<file path="src/rtl/axi_read_arbiter_2to1_if.sv">
// axi_read_arbiter_2to1_if: one AXI4 read channel (AR + R); master drives AR, slave drives R.
interface axi_read_arbiter_2to1_if #(
    parameter int DATA_WIDTH = 128,
    parameter int ADDR_WIDTH = 32
);
    logic                  arvalid;
    logic                  arready;
    logic [ADDR_WIDTH-1:0] araddr;
    logic [7:0]            arlen;
    logic [2:0]            arsize;
    logic [1:0]            arburst;
    logic [3:0]            arcache;
    logic                  arlock;
    logic                  arid;
    logic                  rvalid;
    logic                  rready;
    logic [DATA_WIDTH-1:0] rdata;
    logic                  rlast;
    logic [1:0]            rresp;
    logic                  rid;
    modport master (
        output arvalid, araddr, arlen, arsize, arburst, arcache, arlock, arid, rready,
        input  arready, rvalid, rdata, rlast, rresp, rid
    );
    modport slave (
        input  arvalid, araddr, arlen, arsize, arburst, arcache, arlock, arid, rready,
        output arready, rvalid, rdata, rlast, rresp, rid
    );
endinterface

</file>
<file path="src/rtl/axi_read_arbiter_2to1.sv">
// axi_read_arbiter_2to1: round-robin share of one AXI4 read channel between I-cache (s0) and D-cache (s1).
// One burst in flight; grant held from AR issue until the last R beat.
module axi_read_arbiter_2to1 (
    input logic clk,
    input logic rst,
    axi_read_arbiter_2to1_if.slave  s0,
    axi_read_arbiter_2to1_if.slave  s1,
    axi_read_arbiter_2to1_if.master m
);
    typedef enum logic [1:0] {IDLE, ADDR, DATA} state_t;
    state_t state, state_nxt;
    logic   grant, grant_nxt, last_grant;
    logic   in_addr, in_data, any_req;
    assign in_addr = state == ADDR;
    assign in_data = state == DATA;
    assign any_req = s0.arvalid | s1.arvalid;
    always_comb begin
        m.arvalid  = in_addr & (grant ? s1.arvalid : s0.arvalid);
        m.araddr   = grant ? s1.araddr : s0.araddr;
        m.arlen    = grant ? s1.arlen : s0.arlen;
        m.arsize   = grant ? s1.arsize : s0.arsize;
        m.arburst  = grant ? s1.arburst : s0.arburst;
        m.arcache  = grant ? s1.arcache : s0.arcache;
        m.arlock   = grant ? s1.arlock : s0.arlock;
        m.arid     = grant;
        s0.arready = in_addr & ~grant & m.arready;
        s1.arready = in_addr & grant & m.arready;
        m.rready   = in_data & (grant ? s1.rready : s0.rready);
        s0.rvalid  = in_data & ~grant & m.rvalid;
        s1.rvalid  = in_data & grant & m.rvalid;
        s0.rdata   = m.rdata;
        s1.rdata   = m.rdata;
        s0.rlast   = m.rlast;
        s1.rlast   = m.rlast;
        s0.rresp   = m.rresp;
        s1.rresp   = m.rresp;
        s0.rid     = m.rid;
        s1.rid     = m.rid;
    end
    // A dropped arvalid in ADDR simply stalls; the grant is never re-arbitrated mid-burst.
    always_comb begin
        state_nxt = state;
        grant_nxt = grant;
        case (state)
            IDLE: if (any_req) begin
                state_nxt = ADDR;
                grant_nxt = (s0.arvalid & s1.arvalid) ? ~last_grant : s1.arvalid;
            end
            ADDR: if (in_addr & (grant ? s1.arvalid : s0.arvalid) & m.arready) state_nxt = DATA;
            DATA: if (m.rvalid & (grant ? s1.rready : s0.rready) & m.rlast) state_nxt = IDLE;
            default: state_nxt = IDLE;
        endcase
    end
    always_ff @(posedge clk or negedge rst) begin
        if (!rst) begin
            state      <= IDLE;
            grant      <= 1'b0;
            last_grant <= 1'b1;
        end else begin
            state      <= state_nxt;
            grant      <= grant_nxt;
            last_grant <= (state == IDLE && any_req) ? grant_nxt : last_grant;
        end
    end
endmodule

</file>
<file path="src/flat_wrapper.sv">
// flat-port wrapper written by rule: the top's interface ports become plain ports
module axi_read_arbiter_2to1_flat 
  (clk, rst, s0_arvalid, s0_araddr, s0_arlen, s0_arsize, s0_arburst, s0_arcache, s0_arlock, s0_arid, s0_rready, s0_arready, s0_rvalid, s0_rdata, s0_rlast, s0_rresp, s0_rid, s1_arvalid, s1_araddr, s1_arlen, s1_arsize, s1_arburst, s1_arcache, s1_arlock, s1_arid, s1_rready, s1_arready, s1_rvalid, s1_rdata, s1_rlast, s1_rresp, s1_rid, m_arvalid, m_araddr, m_arlen, m_arsize, m_arburst, m_arcache, m_arlock, m_arid, m_rready, m_arready, m_rvalid, m_rdata, m_rlast, m_rresp, m_rid);
  axi_read_arbiter_2to1_if s0_i ();
  axi_read_arbiter_2to1_if s1_i ();
  axi_read_arbiter_2to1_if m_i ();
  input logic clk;
  input logic rst;
  input wire logic [$bits(s0_i.arvalid)-1:0] s0_arvalid;
  input wire logic [$bits(s0_i.araddr)-1:0] s0_araddr;
  input wire logic [$bits(s0_i.arlen)-1:0] s0_arlen;
  input wire logic [$bits(s0_i.arsize)-1:0] s0_arsize;
  input wire logic [$bits(s0_i.arburst)-1:0] s0_arburst;
  input wire logic [$bits(s0_i.arcache)-1:0] s0_arcache;
  input wire logic [$bits(s0_i.arlock)-1:0] s0_arlock;
  input wire logic [$bits(s0_i.arid)-1:0] s0_arid;
  input wire logic [$bits(s0_i.rready)-1:0] s0_rready;
  output wire logic [$bits(s0_i.arready)-1:0] s0_arready;
  output wire logic [$bits(s0_i.rvalid)-1:0] s0_rvalid;
  output wire logic [$bits(s0_i.rdata)-1:0] s0_rdata;
  output wire logic [$bits(s0_i.rlast)-1:0] s0_rlast;
  output wire logic [$bits(s0_i.rresp)-1:0] s0_rresp;
  output wire logic [$bits(s0_i.rid)-1:0] s0_rid;
  input wire logic [$bits(s1_i.arvalid)-1:0] s1_arvalid;
  input wire logic [$bits(s1_i.araddr)-1:0] s1_araddr;
  input wire logic [$bits(s1_i.arlen)-1:0] s1_arlen;
  input wire logic [$bits(s1_i.arsize)-1:0] s1_arsize;
  input wire logic [$bits(s1_i.arburst)-1:0] s1_arburst;
  input wire logic [$bits(s1_i.arcache)-1:0] s1_arcache;
  input wire logic [$bits(s1_i.arlock)-1:0] s1_arlock;
  input wire logic [$bits(s1_i.arid)-1:0] s1_arid;
  input wire logic [$bits(s1_i.rready)-1:0] s1_rready;
  output wire logic [$bits(s1_i.arready)-1:0] s1_arready;
  output wire logic [$bits(s1_i.rvalid)-1:0] s1_rvalid;
  output wire logic [$bits(s1_i.rdata)-1:0] s1_rdata;
  output wire logic [$bits(s1_i.rlast)-1:0] s1_rlast;
  output wire logic [$bits(s1_i.rresp)-1:0] s1_rresp;
  output wire logic [$bits(s1_i.rid)-1:0] s1_rid;
  output wire logic [$bits(m_i.arvalid)-1:0] m_arvalid;
  output wire logic [$bits(m_i.araddr)-1:0] m_araddr;
  output wire logic [$bits(m_i.arlen)-1:0] m_arlen;
  output wire logic [$bits(m_i.arsize)-1:0] m_arsize;
  output wire logic [$bits(m_i.arburst)-1:0] m_arburst;
  output wire logic [$bits(m_i.arcache)-1:0] m_arcache;
  output wire logic [$bits(m_i.arlock)-1:0] m_arlock;
  output wire logic [$bits(m_i.arid)-1:0] m_arid;
  output wire logic [$bits(m_i.rready)-1:0] m_rready;
  input wire logic [$bits(m_i.arready)-1:0] m_arready;
  input wire logic [$bits(m_i.rvalid)-1:0] m_rvalid;
  input wire logic [$bits(m_i.rdata)-1:0] m_rdata;
  input wire logic [$bits(m_i.rlast)-1:0] m_rlast;
  input wire logic [$bits(m_i.rresp)-1:0] m_rresp;
  input wire logic [$bits(m_i.rid)-1:0] m_rid;
  assign s0_i.arvalid = s0_arvalid;
  assign s0_i.araddr = s0_araddr;
  assign s0_i.arlen = s0_arlen;
  assign s0_i.arsize = s0_arsize;
  assign s0_i.arburst = s0_arburst;
  assign s0_i.arcache = s0_arcache;
  assign s0_i.arlock = s0_arlock;
  assign s0_i.arid = s0_arid;
  assign s0_i.rready = s0_rready;
  assign s0_arready = s0_i.arready;
  assign s0_rvalid = s0_i.rvalid;
  assign s0_rdata = s0_i.rdata;
  assign s0_rlast = s0_i.rlast;
  assign s0_rresp = s0_i.rresp;
  assign s0_rid = s0_i.rid;
  assign s1_i.arvalid = s1_arvalid;
  assign s1_i.araddr = s1_araddr;
  assign s1_i.arlen = s1_arlen;
  assign s1_i.arsize = s1_arsize;
  assign s1_i.arburst = s1_arburst;
  assign s1_i.arcache = s1_arcache;
  assign s1_i.arlock = s1_arlock;
  assign s1_i.arid = s1_arid;
  assign s1_i.rready = s1_rready;
  assign s1_arready = s1_i.arready;
  assign s1_rvalid = s1_i.rvalid;
  assign s1_rdata = s1_i.rdata;
  assign s1_rlast = s1_i.rlast;
  assign s1_rresp = s1_i.rresp;
  assign s1_rid = s1_i.rid;
  assign m_arvalid = m_i.arvalid;
  assign m_araddr = m_i.araddr;
  assign m_arlen = m_i.arlen;
  assign m_arsize = m_i.arsize;
  assign m_arburst = m_i.arburst;
  assign m_arcache = m_i.arcache;
  assign m_arlock = m_i.arlock;
  assign m_arid = m_i.arid;
  assign m_rready = m_i.rready;
  assign m_i.arready = m_arready;
  assign m_i.rvalid = m_rvalid;
  assign m_i.rdata = m_rdata;
  assign m_i.rlast = m_rlast;
  assign m_i.rresp = m_rresp;
  assign m_i.rid = m_rid;
  axi_read_arbiter_2to1 u_core (.clk(clk), .rst(rst), .s0(s0_i), .s1(s1_i), .m(m_i));
endmodule
</file>
<file path="config.mk">
export PLATFORM = sky130hd
export DESIGN_NAME = axi_read_arbiter_2to1_flat
export DESIGN_NICKNAME = d
export VERILOG_FILES = /design/src/rtl/axi_read_arbiter_2to1_if.sv /design/src/rtl/axi_read_arbiter_2to1.sv /design/src/flat_wrapper.sv
export SDC_FILE = /design/constraint.sdc
export NUM_CORES = 1
export LEC_CHECK = 0
export ABC_AREA = 1
export BUFFER_PORTS_ARGS = -buffer_cell sky130_fd_sc_hd__clkbuf_2
export CAP_MARGIN = 20
export CELL_PAD_IN_SITES_DETAIL_PLACEMENT = 0
export CELL_PAD_IN_SITES_GLOBAL_PLACEMENT = 1
export CORE_AREA = 10 10 211 213
export DETAILED_ROUTE_END_ITERATION = 10
export DIE_AREA = 0 0 221 223
export PLACE_DENSITY = 0.57
export SLEW_MARGIN = 20
export SYNTH_ARGS = -nofsm -noshare
export SYNTH_HDL_FRONTEND = slang
export SYNTH_SLANG_ARGS = --single-unit
</file>
<file path="constraint.sdc">
create_clock -name clk -period 1.5 [get_ports clk]
set_input_delay 0.45 -clock clk [delete_from_list [all_inputs] [get_ports clk]]
set_output_delay 0.45 -clock clk [all_outputs]
set_load 0.03 [all_outputs]
</file>
==> metrics, run 1 <==
routed wire length about 15 mm; crit path max fanout 7; DP Worst Slack -0.1180 ns; gr usage total 0.05346; CTS Root Buffer Type clkbuf_16; Ys Warns 0; global-route wire length before repair 19.49 mm; Setup crit start u_core.m.arid$_DFF_PN0_; async set-or-reset flop fraction in the synthesized netlist 1.000; CTS Buffer Depth 2; crit path DAT 1.41 ns; clk slew on worst S/H paths 0.03 ns; port bufs between 150 and 200; Worst VDD drop 654.7 uV; Slowest Stage Delay on Critical Path 0.43 ns; DR vias/cell 2.501; CTS Buf Count 3; status finished, violations left; CP max stage cell dfrtp_2; Post-Synthesis Cells 466; drt first pass iters 4; TritonCTS clock tree yes; number of synthesized flops with an enable pin 0; drt wl/cell 16.72 um; Max Slew Vio Count 0; ant diodes 0; Core Box Area 0.04037 sq mm; die footprint approximately 0.049 sq mm; critical path class flop to output pin; Die Y 223 um; Top delay family on crit path buffers and inverters; Syn Area/Cell 6.213 sq um; clk_lat worst skew 0.22 ns; Critical Path RT 1.05 ns; Routability Congestion 0.6511; Synth area leader buf_4; top post-synthesis cells by area buf_4 69%, nand2_1 22%, dfrtp_1 2.6%; Worst Skew 0.001842 ns; failing checks negative setup slack; Seq cells post-synth 4; vias in the first global route 2658; Final Critical Period 1.856 ns; ratio of cells with drive above 1 in the final layout 0.7953; Top Ports around 560; H-tree Lvls 1; Crit Reg-Reg Startpoint u_core.m.arid$_DFF_PN0_; Tot Pwr around 8 mW; grt ovf 0; CP Cell Sequence buf_12 > buf_12 > buf_16 > nor3_4 > clkbuf_8; Least-Margin Pin Slew 0.2992 ns; most numerous cell on the critical path buf_12; nets 629; post-DP HPWL 10.93 mm; Placed Cells 895; worst rel slew slack 0.7985; DRC viols 0; fmax 538.7 MHz; Mapped Area 0.002895 sq mm; post-route insts no fill 918; unrepaired setup endpoints after global routing yes; initial antenna violation count 2; # rows 74; largest net degree at the start of global routing 29; Seq/Total Area, Yosys 0.03500; final period utilization 1.237; Bufs and invs on worst path 4; Die X 221 um; final setup fails 57; Post-synth top flop dfrtp_1; Post-synth top cells 266 x buf_4, 166 x nand2_1, 7 x inv_1, 5 x buf_2; CTS Hold Buffers Added 0; Max-cap violations 0; final hold violations 0; Pwr Density roughly 2000 mW/mm^2; Leak Pwr 1.925 nW; area delta synth->final 35.78%; count leader, synth buf_4; HP Class primary input to async pin; syn nets 708; Setup WS post-layout -0.3562 ns; CP Launch Type flop; CTS Sinks 4; CP endpoint kind output pin; Yosys cell types 16; Initial Util 0.07172; share of the synthesized area in the top cell type 0.6897; Routed Antenna Nets 0; routed via count 2296; initial drt markers 47
[final timing paths]
| kind | endpoint | depth (start not counted) | slack [ns] |
|---|---|---|---|
| worst max-delay path | s0_rvalid | 5 | -0.36 |
| worst min-delay path | u_core.state[0]$_DFFE_PN0P_ | 1 | 0.03 |
| worst max register to register | u_core.m.arid$_DFF_PN0_ | 7 | 0.11 |
| worst min register to register | u_core.last_grant$_DFFE_PN1P_ | 2 | 0.46 |
| max in group asynchronous | u_core.last_grant$_DFFE_PN1P_ | 1 | 1.27 |
| min in group clk | u_core.last_grant$_DFFE_PN1P_ | 2 | 0.46 |
[cells by family after synthesis]
| group | share of synthesized area |
|---|---|
| AO/OA/AOI/OAI | 0.006048 |
| buffers and inverters | 0.7243 |
| flip-flops | 0.03501 |
| AND/OR/NAND/NOR | 0.2347 |
[layout make-up]
| class | instances | area, sq um |
|---|---|---|
| multi-input cells | 179 | 1176 |
| well taps | 532 | 665.6 |
| flip-flops and latches | 4 | 102.6 |
| fillers | 4735 | 36440 |
| clock buffers | 4 | 78.83 |
| inverters | 8 | 46.29 |
| repair buffers | 191 | 1862 |
[state kept, by name (all words and copies together) (netlist names)]
name               count
u_core.state           2
u_core.last_grant      1
u_core.m.arid          1
[per-layer routing]
layer  vias to the layer above  share of wire  global-route usage
met2                       282           0.52             0.09730
li1                        970              -                   -
met5                         -              0                   0
met1                       917           0.28             0.04215
met3                       127           0.13             0.02863
met4                         0          0.072             0.04110
[metrics by stage]
stage          hold slack, ns  cell area [sq um]     util  setup TNS (ns)
5_1_grt               0.03491               3931  0.09738          -19.99
6_report              0.02536               3931  0.09738          -17.27
4_1_cts               0.02601               3498  0.08666          -17.00
3_3_place_gp           0.2601               2596  0.06431          -3.715
3_5_place_dp           0.2606               2596  0.06431          -4.010
2_1_floorplan          0.1544               3059        -        -0.09508
[timing repair]
| action | CTS | global route |
|---|---|---|
| endpoints found under the setup margin | 57 | 57 |
| cloned | 6 | 3 |
| pin swaps | 6 | 9 |
| resized for setup | 152 | 96 |
| buffers inserted | 3 | 8 |
[layout by cell type (no fill, tap or decap), types with 2 or more instances in the layout]
cell         n
nand2_1     66
buf_6        2
clkbuf_8    26
buf_16       6
dfrtp_1      2
clkbuf_16    7
buf_12      10
nand2_2     68
buf_8       29
clkbuf_2   110
nor3_4       4
buf_4        4
inv_1        6
nand2_4     34
[report_power, final]
group,total [mW],internal [mW],switching [mW]
clock network,0.427,0.351,0.0758
registers,0.226,0.177,0.0488
logic,7.25,3.34,3.91
Note: power is estimated with default switching activity, not from simulation.
==> run 2: changes to the inputs <==
--- a/config.mk
+++ b/config.mk
@@ -5,15 +5,14 @@
 export SDC_FILE = /design/constraint.sdc
 export NUM_CORES = 1
 export LEC_CHECK = 0
-export ABC_AREA = 1
 export BUFFER_PORTS_ARGS = -buffer_cell sky130_fd_sc_hd__clkbuf_2
 export CAP_MARGIN = 20
 export CELL_PAD_IN_SITES_DETAIL_PLACEMENT = 0
 export CELL_PAD_IN_SITES_GLOBAL_PLACEMENT = 1
-export CORE_AREA = 10 10 211 213
+export CORE_AREA = 10 10 208 210
 export DETAILED_ROUTE_END_ITERATION = 10
-export DIE_AREA = 0 0 221 223
-export PLACE_DENSITY = 0.57
+export DIE_AREA = 0 0 218 220
+export PLACE_DENSITY = 0.56
 export SLEW_MARGIN = 20
 export SYNTH_ARGS = -nofsm -noshare
 export SYNTH_HDL_FRONTEND = slang
==> run 2 against run 1 <==
Net effect: the flow still finishes with violations (negative setup slack); hold slack hardly changed; worst setup slack got worse by 0.065 ns; routed wire length is 36% lower; via count shrank 27%; flip-flop and latch count did not move; sequential share of layout area grew 0.74 points; power is 40% lower; clock skew rose by 0.00061 ns; critical path type unchanged; largest cell class unchanged; highest routed layer unchanged.
==> metrics, run 2 <==
CTS Root Buffer Type clkbuf_16; Fin Hold WS 0.02503 ns; Initial Util 0.07181; fillcell total 4573; Comb power frac 0.858; CTS Sinks 4; async set-or-reset flop fraction in the synthesized netlist 1.000; Placed Cells roughly 780; worst rel slew slack 0.8345; crit path DAT 1.47 ns; Mapped Area about 0.0028 sq mm; DRC viols 0; clk_lat worst skew roughly 0.23 ns; setup TNS -20.46 ns; Tot Pwr between 4 and 5 mW; Seq cells post-synth 4; H-tree Lvls 1; CP endpoint kind output pin; Routed Antenna Nets 0; critical path class flop to output pin; Synth area leader buf_4; DP Worst Slack -0.2202 ns; Post-Synthesis Cells 347; global-route wire length before repair 13.32 mm; Max Slew Vio Count 0; DP Area 0.002541 sq mm; final period utilization 1.281; Leak Pwr 1.374 nW; largest net degree at the start of global routing 30; Syn Area/Cell 8.127 sq um; Yosys cell types 18; Post-CTS Setup Bufs 0; Seq/Total Area, Yosys 0.03594; syn nets 589; Top Ports roughly 560; Most flops, register u_core.state; Pwr Density 1510 mW/mm^2; clk slew on worst S/H paths 0.03 ns; Die Y 220 um; initial drt markers 20; Routability Congestion 0.6713; # rows 73; most common cell after layout, fill and taps aside clkbuf_2; Max-cap violations 0; count leader, synth buf_4; post-layout util 0.07999; Die X 218 um; grt ovf 0; Switching Share 0.4461; routed wire length 9.892 mm; area delta synth->final 11.40%; CTS Buffer Depth 2; Net Sw Power 2.117 mW; max reg flops 2; share of the synthesized area in the top cell type 0.7081; Worst Skew around 0.0025 ns; drt first pass iters 3; nets approximately 500; Post-synth top flop dfrtp_1; drt wl/cell 12.63 um; CP Launch Type flop; vias in the first global route 1982; die footprint 0.04796 sq mm; Worst VDD drop ~500 uV; status finished, violations left; final setup fails 57; number of synthesized flops with an enable pin 0; Ys Warns 0; port bufs between 150 and 200; Setup WS post-layout -0.4217 ns; DR vias/cell 2.147; CP Cell Sequence buf_12 > mux2_2 > clkbuf_8; post-DP HPWL 8.493 mm; routed via count around 1.7k; HP Class primary input to async pin; CP max stage cell dfrtp_4; unrepaired setup endpoints after global routing yes; share of power burned in registers 0.050; CTS Buf Count 3; commonest non-fill, non-tap cells in the layout 110 x clkbuf_2, 46 x clkbuf_8, 28 x mux2_4, 22 x mux2_2, 9 x buf_8; gr usage total 0.03607; top post-synthesis cells by area buf_4 71%, mux2_2 20%, dfrtp_1 2.7%; initial antenna violation count 0; TritonCTS clock tree yes; Bufs and invs on worst path 2; failing checks negative setup slack; Slowest Stage Delay on Critical Path 0.44 ns; Top delay family on crit path flip-flops; Critical Path RT 1.05 ns; P_int 2.628 mW; ant diodes 0; Core Box Area 0.03928 sq mm; Least-Margin Pin Slew roughly 0.24 ns; post-route insts no fill 783; ratio of cells with drive above 1 in the final layout 0.9341; final hold violations 0; Final Critical Period 1.922 ns; crit path max fanout 28; Clk pwr share 0.091; cell area after layout 0.003142 sq mm; Post-synth top cells 266 x buf_4, 50 x mux2_2, 5 x nand2_1; fmax 520.4 MHz
-- run 2: cell count changes after synthesis, sizes merged --
cell / change
a31oi: +1
a32o: +1
and3: +1
buf: -5
inv: -8
mux2: +50
mux2i: +2
nand2: -163
nand3: -1
nor2b: +2
nor3: -1
nor3b: +2
o21bai: -1
o31ai: +1
-- run 2: final cells by class --
cell class              instances  area (sq um)  share of cell area
clock buffers                   4         78.83             0.02509
multi-input cells              73         869.6              0.2768
flip-flops and latches          4         105.1             0.03345
well taps                     525         656.9              0.2091
repair buffers                177          1431              0.4556
-- run 2: power groups by stage --
stage | logic [mW] | registers (mW) | clock network (mW)
3_5_place_dp | 3.25 | 0.238 | 0
6_report | 4.07 | 0.238 | 0.433
5_1_grt | 4.27 | 0.249 | 0.450
4_1_cts | 4.01 | 0.240 | 0.441
3_3_place_gp | 3.23 | 0.235 | 0
2_1_floorplan | 3.64 | 0.270 | 0
-- run 2: cells by family (layout without fill, tap and decap cells) --
| group | count (synthesis) | count (layout) | synth area share |
|---|---|---|---|
| buf+inv | 270 | 181 | 0.7174 |
| mux | 52 | 52 | 0.2067 |
| flops | 4 | 4 | 0.03594 |
| compound gates | 5 | 5 | 0.01198 |
| simple gates | 16 | 16 | 0.02795 |
-- run 2: worst paths after layout --
check / from / to / slack (ns) / cells past startpoint
worst min register to register: u_core.last_grant$_DFFE_PN1P_ / u_core.last_grant$_DFFE_PN1P_ / 0.53 / 2
worst max-delay path: u_core.m.arid$_DFF_PN0_ / m_araddr[22] / -0.42 / 3
worst max register to register: u_core.m.arid$_DFF_PN0_ / u_core.state[0]$_DFFE_PN0P_ / 0.07 / 5
max in group asynchronous: rst / u_core.last_grant$_DFFE_PN1P_ / 1.26 / 1
min in group clk: s0_arvalid / u_core.last_grant$_DFFE_PN1P_ / 0.53 / 3
worst min-delay path: rst / u_core.state[1]$_DFFE_PN0P_ / 0.03 / 1
-- run 2: layer usage --
| metal | wire length [um] | track usage |
|---|---|---|
| met5 | 0 | 0 |
| met4 | 916 | 0.04119 |
| met3 | 2386 | 0.03675 |
| met2 | 4074 | 0.04924 |
| met1 | 2515 | 0.02632 |
-- run 2: what timing repair did --
item                       4_1_cts  5_1_grt
setup endpoints to repair       57       58
hold buffers                     0        0
gates resized for setup        113       14
==> run 3: changes to the inputs <==
--- a/config.mk
+++ b/config.mk
@@ -9,10 +9,10 @@
 export CAP_MARGIN = 20
 export CELL_PAD_IN_SITES_DETAIL_PLACEMENT = 0
 export CELL_PAD_IN_SITES_GLOBAL_PLACEMENT = 1
-export CORE_AREA = 10 10 208 210
+export CORE_AREA = 3 3 219 221
 export DETAILED_ROUTE_END_ITERATION = 10
-export DIE_AREA = 0 0 218 220
-export PLACE_DENSITY = 0.56
+export DIE_AREA = 0 0 222 224
+export PLACE_DENSITY = 0.5
 export SLEW_MARGIN = 20
 export SYNTH_ARGS = -nofsm -noshare
 export SYNTH_HDL_FRONTEND = slang
==> constraint.sdc (replaced) <==
create_clock -name clk -period 1.5 [get_ports clk]
set_input_delay 0.3 -clock clk [delete_from_list [all_inputs] [get_ports clk]]
set_output_delay 0.3 -clock clk [all_outputs]
set_load 0.03 [all_outputs]
==> run 3 against run 2 <==
Net effect: the run still ends with negative setup slack left; critical path depth did not move; global-route usage fell by 0.19 points; routed wire length fell by 5.5%; hold slack improved by 0.28 ns; design area fell by 2.0%; register-to-register slack improved by 0.10 ns; die area rose by 3.7%; sequential power rose by 10%; first-iteration DRC count rose by 70%; flip-flop and latch count did not move; clock-buffer cell count did not move; critical path type unchanged.
==> metrics, run 3 (synthesis gave the netlist of run 2 again) <==
routed wire length 9.350 mm; failing checks negative setup slack; final setup fails 56; area delta synth->final 9.184%; TritonCTS clock tree yes; Most flops, register u_core.state; status finished, violations left; critical path class flop to output pin; final period utilization 1.184; post-DP HPWL approximately 8.2 mm; clk_lat worst skew 0.22 ns; cell area after layout 0.003079 sq mm; Max-cap violations 0; Fin Hold WS 0.3076 ns; global-route wire length before repair 12.51 mm; initial drt markers 34; H-tree Lvls 1; Pwr Density 1463 mW/mm^2; most common cell after layout, fill and taps aside clkbuf_2; grt ovf 0; HP Class primary input to flop; Routed Antenna Nets 0; DP Worst Slack -0.09334 ns; routed via count 1658; DR vias/cell 1.921; Tot Pwr 4.505 mW; Worst VDD drop 1199 uV; worst rel slew slack 0.7927; max reg flops 2; CTS Sinks 4; Die X between 200 and 250 um; Leak Pwr 1.293 nW; port bufs 167; Least-Margin Pin Slew 0.3049 ns; drt first pass iters 3; nets 499; gr usage total 0.03416; CTS Buf Count 3; Setup WS post-layout -0.2761 ns; # rows 79; Final Critical Period 1.776 ns; Critical Path RT between 1 and 1.5 ns; Core Box Area 0.04636 sq mm; largest net degree at the start of global routing 27; CTS Root Buffer Type clkbuf_16; Top Ports between 500 and 600; vias in the first global route 1845; CTS Buffer Depth 2; CP Launch Type flop; Initial Util 0.06084; Die Y 224 um; unrepaired setup endpoints after global routing yes; CP endpoint kind output pin; fmax approximately 560 MHz; crit path DAT 1.48 ns; fillcell total 5436; DRC viols 0; die footprint 0.04973 sq mm; setup TNS -12.43 ns; initial antenna violation count 0; Max Slew Vio Count 0; Worst Skew 0.0003219 ns; drt wl/cell 10.83 um; clk slew on worst S/H paths 0.03 ns; commonest non-fill, non-tap cells in the layout 117 x clkbuf_2, 28 x mux2_2, 23 x clkbuf_8, 22 x mux2_4, 15 x buf_8; DP Area 0.002569 sq mm; final hold violations 0; crit path max fanout 26; ant diodes 0; ratio of cells with drive above 1 in the final layout 0.9258; Routability Congestion approximately 0.66
[run 3: cell types whose count changed in the layout (fill, tap and decap cells not counted), sizes merged]
cell	before	now
clkbuf	161	155
dlygate4sd3	0	1
buf	20	23
[run 3: worst paths after layout]
| check | startpoint | endpoint | slack (ns) | cells past startpoint |
|---|---|---|---|---|
| setup / recovery | u_core.m.arid$_DFF_PN0_ | m_arcache[2] | -0.28 | 3 |
| hold / removal | s0_arvalid | u_core.last_grant$_DFFE_PN1P_ | 0.31 | 2 |
| setup reg to reg | u_core.m.arid$_DFF_PN0_ | u_core.state[0]$_DFFE_PN0P_ | 0.17 | 4 |
| hold reg to reg | u_core.last_grant$_DFFE_PN1P_ | u_core.last_grant$_DFFE_PN1P_ | 0.53 | 2 |
| max in group asynchronous | rst | u_core.last_grant$_DFFE_PN1P_ | 0.86 | 2 |
| min in group asynchronous | rst | u_core.state[0]$_DFFE_PN0P_ | 0.43 | 2 |
[run 3: repair_timing]
action | 4_1_cts | 5_1_grt
hold buffers | 1 | 0
buffers inserted | 1 | 0
endpoints found under the hold margin | 3 | 0
gates resized for setup | 95 | 18
setup endpoints to repair | 56 | 56
[run 3: metal layers]
metal / up-vias / share of wire / GRT usage
met1: 649 / 0.26 / 0.02532
met5: - / 0.0059 / 0.007590
met2: 281 / 0.47 / 0.05574
li1: 660 / - / -
met3: 66 / 0.18 / 0.02621
met4: 2 / 0.082 / 0.03096
[run 3: per-stage QoR]
step | instances | utilization
floorplan | 347 | -
global placement | 857 | 0.05541
detailed placement | 857 | 0.05541
CTS | 863 | 0.06588
global route | 863 | 0.06642
finish | 863 | 0.06642
[run 3: power breakdown]
| group | total (mW) | switching, mW | internal [mW] |
|---|---|---|---|
| combinational | 3.81 | 1.92 | 1.90 |
| clock | 0.429 | 0.0782 | 0.351 |
| sequential | 0.262 | 0.0808 | 0.181 |
| total | 4.50 | 2.07 | 2.43 |
[run 3: area by class of cell]
| type | instances | area [sq um] | share of cell area |
|---|---|---|---|
| Clock buffer | 4 | 78.83 | 0.02560 |
| Sequential cell | 4 | 105.1 | 0.03413 |
| Tap cell | 607 | 759.5 | 0.2466 |
| Multi-Input combinational cell | 73 | 827.0 | 0.2686 |
| Timing Repair Buffer | 175 | 1309 | 0.4250 |
[run 3: critical path, stage by stage (launching register included)]
cell      delay (ns)
dfrtp_4         0.48
buf_12          0.21
mux2_2          0.37
clkbuf_4        0.18
